## src/rtl/fixed_point_pkg.sv

```systemverilog
`default_nettype none
// ============================================================================
// Module      : fixed_point_pkg
// Description : Shared fixed-point helpers: extreme codes for a given width
//               and the overflow-select encoding used by the abs, add,
//               saturate and sign-apply blocks.
// Revision    : 1.0 - initial release
// ============================================================================
package fixed_point_pkg;

  // Which rail a result would saturate to when it is not representable.
  typedef enum logic [1:0] {
    OVF_NONE = 2'd0,
    OVF_POS  = 2'd1,
    OVF_NEG  = 2'd2
  } ovf_sel_e;

  function automatic logic [63:0] max_pos_code(input int width);
    return (64'd1 << (width - 1)) - 64'd1;
  endfunction

  function automatic logic [63:0] max_neg_code(input int width);
    return 64'd1 << (width - 1);
  endfunction

endpackage
`default_nettype wire

```

## src/rtl/fixed_point_negate_stage.sv

```systemverilog
`default_nettype none
// ============================================================================
// Module      : fixed_point_negate_stage
// Description : One registered sign-apply / two's-complement negation stage
//               with valid/ready. Macro FIXED_POINT_SIGN_APPLY_SAT_EN selects
//               saturating instead of wrapping results on overflow.
// Revision    : 1.0 - initial release
// ============================================================================
module fixed_point_negate_stage
  import fixed_point_pkg::*;
#(
  parameter int WIDTH = 8
) (
  input  logic             clk,
  input  logic             rst,
  input  logic             i_valid,
  output logic             o_ready,
  input  logic [WIDTH-1:0] i_mag,
  input  logic [WIDTH-1:0] i_mag_inv,
  input  logic             i_sign,
  output logic             o_valid,
  input  logic             i_ready,
  output logic [WIDTH-1:0] o_value,
  output logic             o_ovf
);

`ifdef FIXED_POINT_SIGN_APPLY_SAT_EN
  localparam logic [63:0]      C_MAX_POS_64 = max_pos_code(WIDTH);
  localparam logic [63:0]      C_MAX_NEG_64 = max_neg_code(WIDTH);
  localparam logic [WIDTH-1:0] C_MAX_POS    = C_MAX_POS_64[WIDTH-1:0];
  localparam logic [WIDTH-1:0] C_MAX_NEG    = C_MAX_NEG_64[WIDTH-1:0];
`endif

  logic             valid_q, valid_d;
  logic [WIDTH-1:0] value_q, value_d;
  logic             ovf_q,   ovf_d;
  logic             advance;
  logic [WIDTH-1:0] wrapped;
  ovf_sel_e         ovf_sel;

  always_comb begin
    advance = !valid_q || i_ready;
    wrapped = i_sign ? (i_mag_inv + {{(WIDTH-1){1'b0}}, 1'b1}) : i_mag;

    // Positive range tops out at M-1; negative range reaches exactly -M.
    ovf_sel = OVF_NONE;
    if (!i_sign && i_mag[WIDTH-1]) begin
      ovf_sel = OVF_POS;
    end else if (i_sign && i_mag[WIDTH-1] && (|i_mag[WIDTH-2:0])) begin
      ovf_sel = OVF_NEG;
    end

    valid_d = valid_q;
    value_d = value_q;
    ovf_d   = ovf_q;
    if (advance) begin
      valid_d = i_valid;
      if (i_valid) begin
        ovf_d = (ovf_sel != OVF_NONE);
`ifdef FIXED_POINT_SIGN_APPLY_SAT_EN
        case (ovf_sel)
          OVF_POS: value_d = C_MAX_POS;
          OVF_NEG: value_d = C_MAX_NEG;
          default: value_d = wrapped;
        endcase
`else
        value_d = wrapped;
`endif
      end
    end
  end

  always_ff @(posedge clk) begin
    if (rst) begin
      valid_q <= 1'b0;
      value_q <= '0;
      ovf_q   <= 1'b0;
    end else begin
      valid_q <= valid_d;
      value_q <= value_d;
      ovf_q   <= ovf_d;
    end
  end

  assign o_ready = advance;
  assign o_valid = valid_q;
  assign o_value = value_q;
  assign o_ovf   = ovf_q;

endmodule
`default_nettype wire

```

## src/rtl/fixed_point_sign_apply.sv

```systemverilog
`default_nettype none
// ============================================================================
// Module      : fixed_point_sign_apply
// Description : Magnitude + sign to signed two's-complement, 2-stage pipeline
//               with valid/ready, per-sample and sticky overflow.
//               Macro FIXED_POINT_SIGN_APPLY_SAT_EN enables saturation.
// Revision    : 1.0 - initial release
// ============================================================================
module fixed_point_sign_apply
  import fixed_point_pkg::*;
#(
  parameter int WIDTH     = 8,
  parameter int FRAC_BITS = 3
) (
  input  logic             CLK,
  input  logic             RST,
  input  logic [WIDTH-1:0] MAG_IN,
  input  logic             SIGN_IN,
  input  logic             VALID_IN,
  output logic             READY_OUT,
  output logic [WIDTH-1:0] VALUE_OUT,
  output logic             VALID_OUT,
  input  logic             READY_IN,
  output logic             OVERFLOW,
  output logic             OVERFLOW_STICKY,
  input  logic             CLEAR
);

  // The binary point only labels the data; it must still sit inside the word.
  if (FRAC_BITS < 0 || FRAC_BITS > WIDTH) begin : g_frac_range_check
    $error("fixed_point_sign_apply: FRAC_BITS outside 0..WIDTH");
  end

  logic             s1_valid_q, s1_valid_d;
  logic [WIDTH-1:0] s1_mag_q,   s1_mag_d;
  logic [WIDTH-1:0] s1_inv_q,   s1_inv_d;
  logic             s1_sign_q,  s1_sign_d;
  logic             sticky_q,   sticky_d;
  logic             s1_advance;
  logic             s2_advance;
  logic             s2_valid;
  logic             s2_ovf;
  logic [WIDTH-1:0] s2_value;

  always_comb begin
    s1_advance = !s1_valid_q || s2_advance;
    s1_valid_d = s1_valid_q;
    s1_mag_d   = s1_mag_q;
    s1_inv_d   = s1_inv_q;
    s1_sign_d  = s1_sign_q;
    if (s1_advance) begin
      s1_valid_d = VALID_IN;
      if (VALID_IN) begin
        s1_mag_d  = MAG_IN;
        s1_inv_d  = ~MAG_IN;
        s1_sign_d = SIGN_IN;
      end
    end

    // CLEAR beats a simultaneous overflowing output transfer.
    sticky_d = sticky_q || (s2_valid && READY_IN && s2_ovf);
    if (CLEAR) begin
      sticky_d = 1'b0;
    end
  end

  always_ff @(posedge CLK) begin
    if (RST) begin
      s1_valid_q <= 1'b0;
      s1_mag_q   <= '0;
      s1_inv_q   <= '0;
      s1_sign_q  <= 1'b0;
      sticky_q   <= 1'b0;
    end else begin
      s1_valid_q <= s1_valid_d;
      s1_mag_q   <= s1_mag_d;
      s1_inv_q   <= s1_inv_d;
      s1_sign_q  <= s1_sign_d;
      sticky_q   <= sticky_d;
    end
  end

  fixed_point_negate_stage #(
    .WIDTH (WIDTH)
  ) u_stage2 (
    .clk       (CLK),
    .rst       (RST),
    .i_valid   (s1_valid_q),
    .o_ready   (s2_advance),
    .i_mag     (s1_mag_q),
    .i_mag_inv (s1_inv_q),
    .i_sign    (s1_sign_q),
    .o_valid   (s2_valid),
    .i_ready   (READY_IN),
    .o_value   (s2_value),
    .o_ovf     (s2_ovf)
  );

  assign READY_OUT       = s1_advance;
  assign VALID_OUT       = s2_valid;
  assign VALUE_OUT       = s2_value;
  assign OVERFLOW        = s2_ovf;
  assign OVERFLOW_STICKY = sticky_q;

endmodule
`default_nettype wire

```

## config.mk

```make
export PLATFORM = sky130hd
export DESIGN_NAME = fixed_point_sign_apply
export DESIGN_NICKNAME = d
export VERILOG_FILES = /design/src/rtl/fixed_point_pkg.sv /design/src/rtl/fixed_point_negate_stage.sv /design/src/rtl/fixed_point_sign_apply.sv
export SDC_FILE = /design/constraint.sdc
export NUM_CORES = 1
export LEC_CHECK = 0
export ABC_CLOCK_PERIOD_IN_PS = 2100
export CAP_MARGIN = 25
export CORE_MARGIN = 5
export CORE_UTILIZATION = 40
export CTS_CLUSTER_DIAMETER = 50
export DETAILED_ROUTE_END_ITERATION = 12
export PLACE_DENSITY_LB_ADDON = 0.25
export SETUP_SLACK_MARGIN = 0.2
export SLEW_MARGIN = 20
export SYNTH_ARGS = -nofsm -noshare
export SYNTH_HDL_FRONTEND = slang
export SYNTH_SLANG_ARGS = --single-unit
```

## constraint.sdc

```tcl
create_clock -name CLK -period 2.1 [get_ports CLK]
set_input_delay 0.42 -clock CLK [delete_from_list [all_inputs] [get_ports CLK]]
set_output_delay 0.42 -clock CLK [all_outputs]
set_load 0.005 [all_outputs]
```

==> results of run 1 <==
## per-stage QoR
stage	area, sq um	util
2_1_floorplan	1222	-
3_3_place_gp	1508	0.5021
3_5_place_dp	1508	0.5021
4_1_cts	1555	0.5179
5_1_grt	1555	0.5179
6_report	1555	0.5179
## cells by family after synthesis
group,after synthesis,synth area share
AO/OA/AOI/OAI,39,0.1924
XOR/XNOR,3,0.02150
adder cells (fa/ha/maj),1,0.01023
buffers and inverters,10,0.03378
flip-flops,29,0.4749
multiplexers,1,0.008189
AND/OR/NAND/NOR,69,0.2590
## how the worst max path moves through the flow
stage | from | endpoint | slack, ns
floorplan | s1_inv_q[2] | u_stage2.o_value[5] | 0.78
global placement | READY_IN | READY_OUT | 0.11
detailed placement | READY_IN | READY_OUT | 0.07
CTS | READY_IN | READY_OUT | 0.31
global route | READY_IN | READY_OUT | 0.28
finish | READY_IN | READY_OUT | 0.31
## power groups by stage
stage / logic [mW] / registers [mW] / clock network (mW)
floorplan: 0.0768 / 0.613 / 0
global placement: 0.134 / 0.622 / 0
finish: 0.137 / 0.611 / 0.318
CTS: 0.138 / 0.611 / 0.325
global route: 0.151 / 0.617 / 0.358
detailed placement: 0.138 / 0.623 / 0
## synthesized netlist by cell type, types with 3 or more instances
cell type   n
nor2_1     13
clkbuf_1    5
nand3_1     6
nand2_1    33
buf_2       3
a211oi_1    5
a21oi_1    24
dfxtp_1    29
nand2b_1    6
## layer usage
layer | up-vias | wire length (microns)
met5 | - | 0
met4 | 0 | 19
met3 | 2 | 114
met2 | 28 | 1395
met1 | 537 | 1346
li1 | 577 | -
## critical path, cell delays in order
cell             delay (ns)
clkdlybuf4s50_1        0.45
nand3b_1               0.21
dlygate4sd2_1          0.29
## flip-flops by register name (all words and copies together) (netlist names)
name and cells:
u_stage2.o_valid 1, s1_inv_q 8, s1_mag_q 8, u_stage2.o_value 8, s1_valid_q 1, s1_sign_q 1, OVERFLOW_STICKY 1, u_stage2.o_ovf 1
## final cells by class
type | count | area share
multi-input combinational | 113 | 0.3862
clock buffer | 8 | 0.03138
sequential | 29 | 0.3733
tap | 33 | 0.02655
inverter | 2 | 0.004827
timing repair buffer | 27 | 0.1778
==> impl_metrics.py, run 1 <==
metrics = {
    "global_route": {
        "grt_use_met1": 0.1755,
        "grt_max_degree": 22,
        "grt_pass1_vias": 1079,
        "grt_util_met3": 0.05128,
        "overflow": 0,
        "antenna_found_initial": 0,
        "gr-usage-met2": 0.2427,
        "busiest_layer": "met2",
        "track_usage": 0.1482,
        "grt_pass1_wl_mm": 4.823,
    },
    "yosys": {
        "postSynth.asyncResetShare": 0,
        "syn_inst": 152,
        "syn-cell-area_sq_um": 1222,
        "synth-seq-cells": 29,
        "synth_area_per_cell_sq_um": 8.042,
        "ys.flop_type": "dfxtp_1",
        "synth.area.top_cells": "dfxtp_1 (47%), nand2_1 (10%), a21oi_1 (9.8%)",
        "yosysSeqAreaShare": 0.4749,
        "yosys.area.top_type": "dfxtp_1",
        "netlist.area_leader.share": 0.4749,
        "synth_edf_count": 0,
        "yosys_warnings": 0,
        "yosysUniqueCellTypes": 29,
        "syn_nets": 167,
    },
    "sta": {
        "worst_hold_slack_ns": 0.4580,
        "clock_skew_ns": 0.01148,
        "hold_viol": 0,
        "tightest_slew_ns": 0.4824,
        "grt_setup_unrepaired": "false",
        "period_share": 0.8526,
        "drv_slew": 0,
        "slew_headroom": 0.6776,
        "fmax_ghz": 0.5585,
        "setup_viol_count_final": 0,
        "fin_crit_ns": 1.790,
        "setup_tns_ns": 0,
        "setup_ws_ns": 0.3096,
    },
    "setup_path": {
        "crit_fanout": 3,
        "r2r-end": "u_stage2.o_value[4]",
        "worstPathRequired_ns": 1.68,
        "worstSetupStartpointType": "input pin",
        "criticalPathCategory": "input pin to output port",
        "r2r_start": "s1_inv_q[0]",
        "r2r_slack_ns": 0.63,
        "crit_path_end_kind": "output port",
        "rr_worst_depth": 5,
        "critPathArrivalTime_ns": 1.37,
    },
    "floorplanning": {
        "die_x_microns": 65.28,
        "start_util": 0.4071,
        "core_area_sq_um": 3003,
        "die_y_microns": 65.28,
        "row_count": 20,
        "dieArea_sq_um": 4261,
        "pin_count": 26,
    },
    "placement": {
        "placedCellCount": 204,
        "gp_congestion": 0.8149,
        "hpwl_mm": 2.118,
        "portBuffers": 25,
        "dpl_worst_slack_ns": 0.06583,
    },
    "cts": {
        "cts.clk_slew.worst_paths_ns": 0.09,
        "postCtsSetupBuffers": 0,
        "clock_latency_ns": 0.32,
        "cts_tree": "built",
        "cts_root_buf": "clkbuf_4",
        "holdBufCountCts": 0,
        "htreeDepth": 2,
        "cts_resized": 1,
        "clk_path_buf_depth": 2,
        "cts_buffers": 5,
        "cts_sinks": 29,
    },
    "drt": {
        "ant_nets": 0,
        "wl_per_cell_microns": 13.57,
        "first_pass_iters": 4,
        "viasPerCell": 5.396,
        "num_vias": 1144,
        "drt_iter0_drc": 23,
        "drcViolationCount": 0,
        "wl_mm": 2.876,
    },
    "cells_and_area": {
        "final_common_cell": "nand2_1",
        "instances_no_fill": 212,
        "ff_latch_area_sq_um": 580.6,
        "design.final.nets": 193,
        "multiInputGateArea_sq_um": 600.6,
        "antennaDiodeCount": 0,
        "layout_common_cells": "nand2_1 (33), dfxtp_1 (29), a21oi_1 (24), clkdlybuf4s50_1 (24), nor2_1 (13)",
        "layout-area-overhead-vs-synth_pct": 27.23,
        "n_fill_cell": 303,
        "final_layout_size_suffix_gt1_frac": 0.04469,
    },
    "pwr": {
        "switchingPower_mw": 0.2799,
        "total_power_mw": 1.065,
        "powerDensity_nw_per_um2": 684.9,
        "internal_power_mw": 0.7853,
        "p_clk_frac": 0.299,
        "p_comb_frac": 0.128,
        "switching_share": 0.2628,
        "seqPwrFrac": 0.573,
        "power.leakage_nw": 0.5484,
        "ir_worst_vdd_mv": 0.4082,
    },
    "hold_path": {
        "min_to": "u_stage2.o_value[2]",
        "hold_path_class": "flop to flop",
        "hp-start": "u_stage2.o_value[2]",
        "holdPathStages": 2,
    },
    "status": {
        "status": "completed",
    },
    "flow_run": {
        "cap_viol_max_count": 0,
    },
}
Power figures use the tool's default switching activity.
==> run 2, diff against run 1 <==
SLEW_MARGIN = default   (was 20)
==> results of run 2 <==
No change in the layout: final DEF, timing and power equal those of run 1.
